`src/rtl/uart_pkg.sv`:
```
// Shared UART types and constants for uart_tx_scheduler and its round-robin arbiter.
package uart_pkg;

  typedef enum logic [2:0] {
    IDLE,
    START,
    DATA,
    PARITY,
    STOP
  } uart_state_e;

  localparam logic UART_IDLE_LVL  = 1'b1;
  localparam logic UART_START_LVL = 1'b0;

  // Bit periods per frame: start + payload + optional parity + stop.
  function automatic int unsigned uart_frame_len(input int unsigned data_w,
                                                 input bit          parity_en);
    return data_w + 32'd2 + (parity_en ? 32'd1 : 32'd0);
  endfunction

endpackage

```
`src/rtl/rr_arbiter.sv`:
```
// Combinational round-robin arbiter: first set request after 'last', wrapping modulo NUM_REQ.
module rr_arbiter #(
  parameter int unsigned NUM_REQ = 4
) (
  input  logic [NUM_REQ-1:0]         req,
  input  logic [$clog2(NUM_REQ)-1:0] last,
  output logic [NUM_REQ-1:0]         win,
  output logic [$clog2(NUM_REQ)-1:0] win_id
);

  localparam int unsigned ID_W = $clog2(NUM_REQ);

  always_comb begin
    logic            found;
    logic [ID_W-1:0] idx;
    win    = '0;
    win_id = '0;
    found  = 1'b0;
    idx    = '0;
    for (int unsigned k = 1; k <= NUM_REQ; k++) begin
      idx = ID_W'((32'(last) + k) % NUM_REQ);
      if (!found && req[idx]) begin
        found    = 1'b1;
        win[idx] = 1'b1;
        win_id   = idx;
      end
    end
  end

endmodule

```
`src/rtl/uart_tx_scheduler.sv`:
```
// Round-robin scheduler sharing one UART tx line between NUM_REQ byte requesters.
// Define UART_TX_PARITY_EN to insert an even-parity bit between data and stop.
module uart_tx_scheduler
  import uart_pkg::*;
#(
  parameter int unsigned NUM_REQ = 4,
  parameter int unsigned DATA_W  = 8
) (
  input  logic                       clk,
  input  logic                       rst_n,
  input  logic                       baud_tick,
  input  logic [NUM_REQ-1:0]         req,
  input  logic [NUM_REQ*DATA_W-1:0]  data,
  output logic [NUM_REQ-1:0]         gnt,
  output logic [$clog2(NUM_REQ)-1:0] active_id,
  output logic                       busy,
  output logic                       frame_done,
  output logic                       tx
);

  localparam int unsigned ID_W  = $clog2(NUM_REQ);
  localparam int unsigned CNT_W = (DATA_W > 1) ? $clog2(DATA_W) : 1;
  localparam logic [CNT_W-1:0] LAST_BIT = CNT_W'(DATA_W - 1);

  uart_state_e        state;
  logic [DATA_W-1:0]  shift;
  logic [DATA_W-1:0]  shift_nxt;
  logic [CNT_W-1:0]   bit_cnt;
  logic [ID_W-1:0]    last;
  logic [NUM_REQ-1:0] win;
  logic [ID_W-1:0]    win_id;
  logic [DATA_W-1:0]  win_data;
  logic               accept;
`ifdef UART_TX_PARITY_EN
  logic               parity;
`endif

  rr_arbiter #(.NUM_REQ(NUM_REQ)) u_arb (
    .req    (req),
    .last   (last),
    .win    (win),
    .win_id (win_id)
  );

  always_comb begin
    win_data = '0;
    for (int unsigned i = 0; i < NUM_REQ; i++) begin
      if (win[i]) win_data = data[i*DATA_W +: DATA_W];
    end
  end

  assign shift_nxt = shift >> 1;

  // A new frame may start from IDLE or directly on the closing stop tick.
  assign accept = baud_tick && (req != '0) && ((state == IDLE) || (state == STOP));

  always_ff @(posedge clk or negedge rst_n) begin
    if (!rst_n) begin
      state      <= IDLE;
      shift      <= '0;
      bit_cnt    <= '0;
      last       <= ID_W'(NUM_REQ - 1);
      active_id  <= '0;
      gnt        <= '0;
      busy       <= 1'b0;
      frame_done <= 1'b0;
      tx         <= UART_IDLE_LVL;
`ifdef UART_TX_PARITY_EN
      parity     <= 1'b0;
`endif
    end else begin
      gnt        <= '0;
      frame_done <= 1'b0;
      if (accept) begin
        if (state == STOP) frame_done <= 1'b1;
        shift     <= win_data;
        last      <= win_id;
        active_id <= win_id;
        gnt       <= win;
        busy      <= 1'b1;
        tx        <= UART_START_LVL;
        state     <= START;
`ifdef UART_TX_PARITY_EN
        parity    <= ^win_data;
`endif
      end else if (baud_tick) begin
        unique case (state)
          IDLE: begin
            tx <= UART_IDLE_LVL;
          end
          START: begin
            tx      <= shift[0];
            bit_cnt <= '0;
            state   <= DATA;
          end
          DATA: begin
            if (bit_cnt == LAST_BIT) begin
`ifdef UART_TX_PARITY_EN
              tx    <= parity;
              state <= PARITY;
`else
              tx    <= UART_IDLE_LVL;
              state <= STOP;
`endif
            end else begin
              shift   <= shift_nxt;
              tx      <= shift_nxt[0];
              bit_cnt <= bit_cnt + CNT_W'(1);
            end
          end
          PARITY: begin
            tx    <= UART_IDLE_LVL;
            state <= STOP;
          end
          STOP: begin
            frame_done <= 1'b1;
            busy       <= 1'b0;
            tx         <= UART_IDLE_LVL;
            state      <= IDLE;
          end
          default: begin
            tx    <= UART_IDLE_LVL;
            state <= IDLE;
          end
        endcase
      end
    end
  end

endmodule

```
`config.mk`:
```
export PLATFORM = sky130hd
export DESIGN_NAME = uart_tx_scheduler
export DESIGN_NICKNAME = d
export VERILOG_FILES = /design/src/rtl/uart_pkg.sv /design/src/rtl/rr_arbiter.sv /design/src/rtl/uart_tx_scheduler.sv
export SDC_FILE = /design/constraint.sdc
export NUM_CORES = 1
export LEC_CHECK = 0
export BUFFER_PORTS_ARGS = -buffer_cell sky130_fd_sc_hd__buf_2
export CORE_UTILIZATION = 55
export CTS_CLUSTER_SIZE = 20
export DETAILED_ROUTE_END_ITERATION = 6
export PLACE_DENSITY_LB_ADDON = 0.2
export SETUP_SLACK_MARGIN = 0.2
export SYNTH_ARGS = -nofsm -noshare
export SYNTH_HDL_FRONTEND = slang
export SYNTH_SLANG_ARGS = --single-unit
```
`constraint.sdc`:
```
create_clock -name clk -period 9.4 [get_ports clk]
set_clock_uncertainty 0.2 [all_clocks]
set_input_delay 0.94 -clock clk [delete_from_list [all_inputs] [get_ports clk]]
set_output_delay 0.94 -clock clk [all_outputs]
set_load 0.02 [all_outputs]
```
; Word-level counts from Yosys, hierarchy flattened
; Index checks and enable logic that the tools add are counted.
[totals]
out_inout_bits = 9
wordCells = 110
reg_bits = 25
in_bits = 39
[classes]
add_sub_neg = 5
reduce_logical = 23
mux = 52
n_bitwise = 4
n_lt_le_gt_ge = 8
n_eq_ne = 9
[ops]
columns = op, n
row1 = 8-bit 2-to-1 mux, 8
row2 = 1-bit 2-to-1 mux, 20
row3 = 4-bit 2-to-1 mux, 5
row4 = "2-bit by 3-bit less-than comparator with 1-bit output, second input constant", 4
row5 = 3-bit 2-to-1 mux, 4
row6 = 4-bit OR, 3
row7 = 3-bit one-hot mux with 4 select lines, 1
row8 = 1-bit logical AND, 9
row9 = 1-bit binary-select mux with 2-bit select, 4
row10 = 1-bit demux with 2-bit select, 4
row11 = "2-bit by 1-bit greater-or-equal comparator with 1-bit output, second input constant", 4
row12 = 2-bit 2-to-1 mux, 4
row13 = 2-bit nonzero test, 4
row14 = "3-bit by 2-bit equality test with 1-bit output, second input constant", 2
row15 = "3-bit equality test, second input constant", 2
row16 = "2-bit inequality test, second input constant", 3
row17 = 3-bit one-hot mux with 2 select lines, 1
row18 = 3-bit AND reduction, 2
row19 = "2-bit by 1-bit adder with 2-bit output, second input constant", 2
row20 = "2-bit adder, second input constant", 2
row21 = 4-bit AND reduction, 1
row22 = 4-bit nonzero test, 1
row23 = "3-bit by 1-bit adder with 3-bit output, second input constant", 1
row24 = "3-bit by 1-bit equality test with 1-bit output, second input constant", 1
row25 = 7 further kinds, 9

; Depth between registers and ports, before layout
; Gate-level depths: netlist of the first run.
[logic_depth]
depth_word = 18
mapped_depth = 11
ltp_nobuf = 8

; Modules after synthesis
; From an unflattened synthesis of the first run, not the netlist that was laid out.
[hier_totals]
cells_unflattened = 212
hier_area_um2 = 1848.0
[by_module_without_submodules]
columns = mod, n_inst, area_each_um2, seq_area_each_um2, cells_each
row1 = uart_tx_scheduler, 1, 1302.5, 629.4, 144
row2 = rr_arbiter, 1, 545.5, 0.0, 68

; Worst setup path after synthesis of the first run
; Ideal clock, no wire load.
[synth_path]
kind = reg-to-reg
from = register last[0]
to = register shift[0]
slack_ns = 5.995
setup_time_ns = 0.126
required_ns = 9.074
stages_incl_launch_ff = 11
path_buffers = 2
period_less_slack_ns = 3.405
arrival_time_ns = 3.079
cell_sequence = dfstp_2 buf_2 inv_1 ha_1 buf_2 mux2_4 and4_1 or2_1 a221oi_2 o221ai_1 a221o_1
[synth_between]
elab_chain_cells = 18
elab_cells_between_ends = 53
classes_between = 4 x add/sub / 8 x order compare / 28 x mux / 3 x bitwise / 10 x reduce/logical
[synth_rtl]
columns = element, line
row1 = from (decl), uart_tx_scheduler.sv:29  ; logic [ID_W-1:0] last;
row2 = from (signal assigned), uart_tx_scheduler.sv:62  ; last <= ID_W'(NUM_REQ - 1);
row3 = from (signal assigned), uart_tx_scheduler.sv:77  ; last <= win_id;
row4 = "parallel branches: the longest is 12 deep, another holds 2-bit by 3-bit less-than comparator with 1-bit output", --
row5 = 4-bit 2-to-1 mux (*), rr_arbiter.sv:22  ; if (!found && req[idx]) begin
row6 = 8-bit 2-to-1 mux (3 in a row), uart_tx_scheduler.sv:48  ; if (win[i]) win_data = data[i*DATA_W +: DATA_W];
row7 = 8-bit 2-to-1 mux (*), uart_tx_scheduler.sv:48
row8 = 8-bit 2-to-1 mux (*), uart_tx_scheduler.sv:74  ; if (accept) begin
row9 = to (signal assigned), uart_tx_scheduler.sv:76  ; shift <= win_data;
row10 = to (signal assigned), uart_tx_scheduler.sv:106  ; shift <= shift_nxt;
row11 = to (decl), uart_tx_scheduler.sv:26  ; logic [DATA_W-1:0] shift;
; Every way passes the cells marked *. The select of a mux whose other input is x is not followed.
; A chain may end at the register's enable or synchronous reset.

; Final worst setup path of the first run
[layout_path]
from = register last[0]
to = register shift[7]
; The elaborated chain is that of the path after synthesis.

==> summary.md, run 1 <==
| Metric | Value |
|---|---|
| Minimum clock period | 3.858 ns |
| Number of distinct standard cells referenced by the synthesized netlist | 48 |
| Synthesis-to-layout area growth | 13.51% |
| Routed wire length per instance | 15.64 µm |
| Number of search-and-repair iterations in the first detailed-routing pass | 4 |
| Post-Syn Instances | 199 |
| Main combinational cell family by area after synthesis | compound AO/OA/AOI/OAI gates |
| Post-synth EDFFs | 0 |
| Synthesis-stage register bit count | 25 |
| Worst Setup Slack post-DPL | 5.575 ns |
| Slack of the critical path | 5.542 ns |
| Clk root buf | sky130_fd_sc_hd__clkbuf_4 |
| Portion of synthesized cell area occupied by the leading cell type | 29.27% |
| Worst R2R End | shift[7] |
| Net count after synthesis | 248 |
| Nets | 287 |
| Cells resized by post-CTS repair | 0 |
| Post-detailed-route via-to-cell ratio | 6.149 |
| Pleak | 0.001065 µW |
| Placed cell areas | 0.002105 mm² |
| Clock sinks | 25 |
| Most frequent cell after synthesis | sky130_fd_sc_hd__dfrtp_1 |
| Remaining Overflow, GRT | 0 |
| Tightest Pin Transition | 0.7544 ns |
| Leading post-synthesis cells by cell area | sky130_fd_sc_hd__dfrtp_1 (29%), sky130_fd_sc_hd__ha_1 (6.7%), sky130_fd_sc_hd__a22o_1 (4.7%) |
| Horizontal die dimension | 60.48 µm |
| Number of levels the H-tree was split into | 1 |
| Placement row count | 20 |
| Leading cell types by count after synthesis | sky130_fd_sc_hd__dfrtp_1 (22), sky130_fd_sc_hd__inv_1 (16), sky130_fd_sc_hd__nand2_1 (13), sky130_fd_sc_hd__o21ai_0 (13) |
| Number of pins with negative max-slew slack in the final report | 0 |
| Hold Worst Slack | 0.2790 ns |
| Number of failing hold endpoints at the final stage | 0 |
| Pin count of the biggest net entering global routing | 26 |
| Synth area leader | sky130_fd_sc_hd__dfrtp_1 |
| Worst Min Path Start | tx |
| Count of maximum capacitance violations | 0 |
| Highest achievable clock rate | 259.2 MHz |
| Global Route Usage Sum | 25.73% |
| DRC | 0 |
| Adder-cell area share of the yosys netlist | 6.653% |
| Met3 Wirelength | 230 µm |
| Fillcell total | 274 |
| Required time of the worst setup path | 9.43 ns |
| Min-Delay Path Class | register to register |
| Number of cells on the worst reg-to-reg path | 8 |
| Uppermost signal routing layer after detailed routing | met4 |
| Fraction of the cycle the final worst path needs | 41.04% |
| Buffer count from post-CTS setup fixing | 0 |
| Synth Warn # | 0 |
| Overall via count from detail_route | 1728 |
| CTS tree | yes |
| Maximum fanout encountered on the critical timing path | 16 |
| Post-Route M1 WL | 2117 µm |
| Finish-stage setup viols | 0 |
| Crit Reg-Reg Startpoint | last[0] |
| Async set-or-reset flop fraction in the synthesized netlist | 100.0% |
| Antenna violations before repair | 0 |
| PD cells | 312.5 mW/mm² |
| Post-route cell area | 0.002135 mm² |
| Vias in the first global route | 1444 |
| Post-detailed-placement half-perimeter wirelength | 3276 µm |
| Post-route total power | 667.0 µW |
| Worst-Skew Late Latency | 0.31 ns |
| Last weighted congestion value of the routability-driven placer | 0.8697 |
| # hold bufs at CTS | 0 |
| Clock-pin slew of the registers on the worst-case setup and hold paths | 0.14 ns |
| Fraction of the mapped netlist area in compound gates | 31.87% |
| Startpoint types | register |
| Antenna fix cells | 0 |
| Initial Utilization | 59.64% |
| CP Capture Type | register |
| Xor-xnor portion of the synthesized cell area | 0% |
| Normalized max-slew margin | 49.58% |
| Worst vdd ir | 0.1895 mV |
| Number of buffers added on ports | 47 |
| Critical Path AT | 3.88 ns |
| Critical path start-end classification | register to register |
| Min-Delay Path Depth | 2 |
| Largest buffer count on any clock path | 2 |
| Detailed-route wire length | 4396 µm |
| Length of routed met2 wiring | 1980 µm |
| Violation count after the first detailed-routing iteration | 125 |
| Area enclosed by the die boundary | 0.003657 mm² |
| Worst setup path startpoint | last[0] |
| Avg Synthesized Cell Area | 9.450 µm² |
| Global-route wire length before repair | 7017 µm |
| Post-synthesis instance area | 0.001881 mm² |
| Clock buffers created by TritonCTS | 3 |
| Vertical die dimension | 60.48 µm |
| Antenna Nets Post-Route | 0 |
| Run status | completed |
| Final total negative setup slack | 0 ns |
| Leading register cell type out of synthesis | sky130_fd_sc_hd__dfrtp_1 |
| Register area share after synthesis | 33.47% |
| Proportion of layout cells with a drive suffix above 1 | 27.00% |
| Setup repair after global routing missed its margin | false |
| Placeable core region | 0.003153 mm² |
| Worst Hold Path EP | tx |
| Number of primary I/O pins | 48 |
| Setup slack of the worst register-to-register path | 5.54 ns |
| Simple-gate share of the synthesized area | 15.17% |
| Fraction of synthesized area in multiplexers | 6.121% |
-- per-layer routing --
metal	vias up	GRT usage, %
li1	837	-
met1	820	41.05
met2	65	36.89
met3	6	0.8529
met4	0	9.416
met5	-	0
-- power by group --
group / switching, µW / internal [µW] / total [µW]
sequential: 46.4 / 155 / 201
combinational: 234 / 183 / 417
clock: 32.6 / 16.3 / 48.8
-- layout make-up --
type	count	area, µm²	area share, %
clock buffers	3	22.52	1.055
clock inverters	1	7.507	0.3517
inverters	16	60.06	2.814
multi-input cells	145	1125	52.70
flip-flops and latches	25	629.4	29.48
well taps	44	55.05	2.579
repair buffers	47	235.2	11.02
-- per-stage QoR --
| stage | utilization (%) | std cells |
|---|---|---|
| finish | 67.70 | 281 |
| global route | 67.70 | 281 |
| CTS | 67.70 | 281 |
| detailed placement | 66.75 | 277 |
| global placement | 66.75 | 277 |
| floorplan | - | 199 |
-- worst max-delay path, cell delays in order (launching register included) --
cell	delay, ns
sky130_fd_sc_hd__dfstp_2	0.73
sky130_fd_sc_hd__inv_1	0.23
sky130_fd_sc_hd__ha_1	0.48
sky130_fd_sc_hd__mux2_4	0.33
sky130_fd_sc_hd__and4_1	0.22
sky130_fd_sc_hd__or2_1	0.28
sky130_fd_sc_hd__a221oi_2	0.66
sky130_fd_sc_hd__o221ai_1	0.28
sky130_fd_sc_hd__a221o_1	0.34
-- cells by family (layout without fill, tap and decap cells) --
logic type      Yosys count  count (layout)
mux                       8               8
compound gates           76              76
fa+ha+maj                10              10
simple gates             51              51
buf+inv                  29              67
flops                    25              25
-- worst max path at each step --
stage	to	slack [ns]	depth (start not counted)
finish	shift[7]	5.54	8
global placement	shift[2]	5.72	8
detailed placement	shift[0]	5.58	8
CTS	shift[0]	5.55	8
global route	shift[7]	5.33	8
floorplan	shift[0]	5.99	10
-- cell usage in the layout (no fill, tap or decap), types with 4 or more instances in the layout --
master                     count
sky130_fd_sc_hd__ha_1         10
sky130_fd_sc_hd__o21ai_0      13
sky130_fd_sc_hd__buf_2        47
sky130_fd_sc_hd__a22o_1       10
sky130_fd_sc_hd__a221o_1       7
sky130_fd_sc_hd__o22ai_1       4
sky130_fd_sc_hd__nand4_1       8
sky130_fd_sc_hd__o21a_1        8
sky130_fd_sc_hd__inv_1        16
sky130_fd_sc_hd__nand2_1      13
sky130_fd_sc_hd__nor3b_1       5
sky130_fd_sc_hd__nor2_1       10
sky130_fd_sc_hd__dfrtp_1      22
sky130_fd_sc_hd__o221ai_1      8
-- flip-flops by register name (all words and copies together), names as in the netlist --
| signal | count |
|---|---|
| shift | 8 |
| gnt | 4 |
| tx | 1 |
| state | 3 |
| last | 2 |
| frame_done | 1 |
| bit_cnt | 3 |
| active_id | 2 |
| busy | 1 |
Note: power is estimated with default switching activity, not from simulation.
==> inputs of run 2 (changes only) <==
- CORE_UTILIZATION: 55 -> 48
- clock period: 9.4 -> 3.4 ns (I/O delays scaled with it)
==> run 2 against run 1 <==
  * Core utilization shrank 7.1 points
  * First-iteration DRC count grew 21%
  * Non-clock buffer count grew 9
  * Highest routed layer unchanged
==> summary.md, run 2 (synthesized netlist as in run 1, its figures left out) <==
| Metric | Value |
|---|---|
| Clock sinks | 25 |
| CTS tree | yes |
| Min-Delay Path Class | primary input to register |
| DRC | 0 |
| Maximum fanout encountered on the critical timing path | 17 |
| Registers with the highest flip-flop counts | shift x8, gnt x4 |
| Routed wire length per instance | 15.19 µm |
| Clock-pin slew of the registers on the worst-case setup and hold paths | 0.09 ns |
| Minimum clock period | 3.073 ns |
| Number of levels the H-tree was split into | 1 |
| Number of search-and-repair iterations in the first detailed-routing pass | 4 |
| Vertical die dimension | 64.59 µm |
| Finish-stage setup viols | 0 |
| PD cells | 886.1 mW/mm² |
| Number of primary I/O pins | 48 |
| Fraction of the cycle the final worst path needs | 90.38% |
| Area enclosed by the die boundary | 0.004172 mm² |
| Number of pins with negative max-slew slack in the final report | 0 |
| Initial Utilization | 50.61% |
| Number of failing hold endpoints at the final stage | 0 |
| Area of the multi-input gates | 0.001139 mm² |
| Final total negative setup slack | 0 ns |
| Register with the most flip-flops | shift |
| Post-route cell area | 0.002251 mm² |
| Worst-Skew Late Latency | 0.27 ns |
| Required time of the worst setup path | 3.36 ns |
| Detailed-route wire length | 4466 µm |
| Placed cell areas | 0.002176 mm² |
| Most common cell after layout, fill and taps aside | sky130_fd_sc_hd__buf_2 |
| CP Capture Type | register |
| Number of flip-flops in the largest register | 8 |
| Antenna fix cells | 0 |
| Hold Worst Slack | 0.09141 ns |
| Normalized max-slew margin | 63.43% |
| Horizontal die dimension | 64.59 µm |
| Setup repair after global routing missed its margin | false |
| Placement row count | 22 |
| Worst vdd ir | 0.4115 mV |
| Fillcell total | 337 |
| Vias in the first global route | 1574 |
| Run status | completed |
| Clock buffers created by TritonCTS | 3 |
| Cells resized by post-CTS repair | 0 |
| Highest-count cells in the layout ignoring fill and taps | sky130_fd_sc_hd__buf_2 (47), sky130_fd_sc_hd__dfrtp_1 (22), sky130_fd_sc_hd__inv_1 (15), sky130_fd_sc_hd__nand2_1 (13), sky130_fd_sc_hd__o21ai_0 (13) |
| Nets | 296 |
| Overall via count from detail_route | 1784 |
| Highest achievable clock rate | 325.4 MHz |
| Pin count of the biggest net entering global routing | 26 |
| Post-route total power | 1995 µW |
| Reg area | 629.4 µm² |
| Number of buffers added on ports | 47 |
| Count of maximum capacitance violations | 0 |
| Antenna Nets Post-Route | 0 |
| Post-detailed-placement half-perimeter wirelength | 3383 µm |
| Critical Path AT | 3.03 ns |
| Remaining Overflow, GRT | 0 |
| Violation count after the first detailed-routing iteration | 151 |
| Startpoint types | register |
| Last weighted congestion value of the routability-driven placer | 0.8677 |
| Global Route Usage Sum | 23.08% |
| Proportion of layout cells with a drive suffix above 1 | 29.67% |
| Placeable core region | 0.003716 mm² |
| Antenna violations before repair | 0 |
| Critical path start-end classification | register to register |
| Tightest Pin Transition | 0.5465 ns |
| Synthesis-to-layout area growth | 19.69% |
| Clk root buf | sky130_fd_sc_hd__clkbuf_8 |
| Largest buffer count on any clock path | 2 |
| Pleak | 0.001121 µW |
| Global-route wire length before repair | 7362 µm |
| Post-detailed-route via-to-cell ratio | 6.068 |
## run 2: critical path, cell delays in order, from the launching register on
cell and delay, ns:
sky130_fd_sc_hd__dfstp_2 0.54, sky130_fd_sc_hd__inv_2 0.08, sky130_fd_sc_hd__ha_1 0.44, sky130_fd_sc_hd__mux2_4 0.33, sky130_fd_sc_hd__and4_1 0.18, sky130_fd_sc_hd__or2_4 0.28, sky130_fd_sc_hd__a211oi_4 0.19, sky130_fd_sc_hd__buf_4 0.25
sky130_fd_sc_hd__o221ai_1 0.14, sky130_fd_sc_hd__a221o_1 0.32
## run 2: worst paths after layout
check | start | endpoint | slack (ns) | depth (start not counted)
max in group asynchronous | rst_n | last[1] | 2.26 | 2
min | baud_tick | tx | 0.09 | 2
max | last[0] | shift[0] | 0.33 | 9
min reg2reg | tx | tx | 0.28 | 2
max reg2reg | last[0] | shift[0] | 0.33 | 9
min in group asynchronous | rst_n | frame_done | 0.37 | 2
## run 2: power by group
group | leakage (µW) | switching, µW | total, µW | internal, µW
clock network | 0.0000228 | 94.6 | 179 | 84.0
logic | 0.000785 | 701 | 1300 | 603
registers | 0.000313 | 85.2 | 512 | 427
## run 2: final cells by class
type	instances	area share, %
clock buffers	4	2.001
multi-input cells	145	50.58
repair buffers	56	14.12
inverters	16	2.668
well taps	48	2.668
flip-flops and latches	25	27.96
## run 2: what timing repair did
item,4_1_cts,5_1_grt
hold buffers,1,0
setup buffers,0,1
endpoints found under the hold margin,22,0
endpoints found under the setup margin,0,7
## run 2: routing by layer
| metal | up-vias | share of wire, % | global-route usage, % |
|---|---|---|---|
| li1 | 859 | - | - |
| met1 | 864 | 44 | 31.49 |
| met2 | 50 | 49 | 35.53 |
| met3 | 11 | 3.9 | 3.345 |
| met4 | 0 | 2.8 | 11.39 |
| met5 | - | 0 | 0 |
## run 2: through the flow
step           setup WS [ns]  utilization [%]  cells
2_1_floorplan         0.2026                -    199
3_3_place_gp          0.3511            58.55    288
3_5_place_dp          0.3001            58.55    288
4_1_cts               0.2729            60.03    293
5_1_grt               0.2128            60.57    294
6_report              0.3271            60.57    294
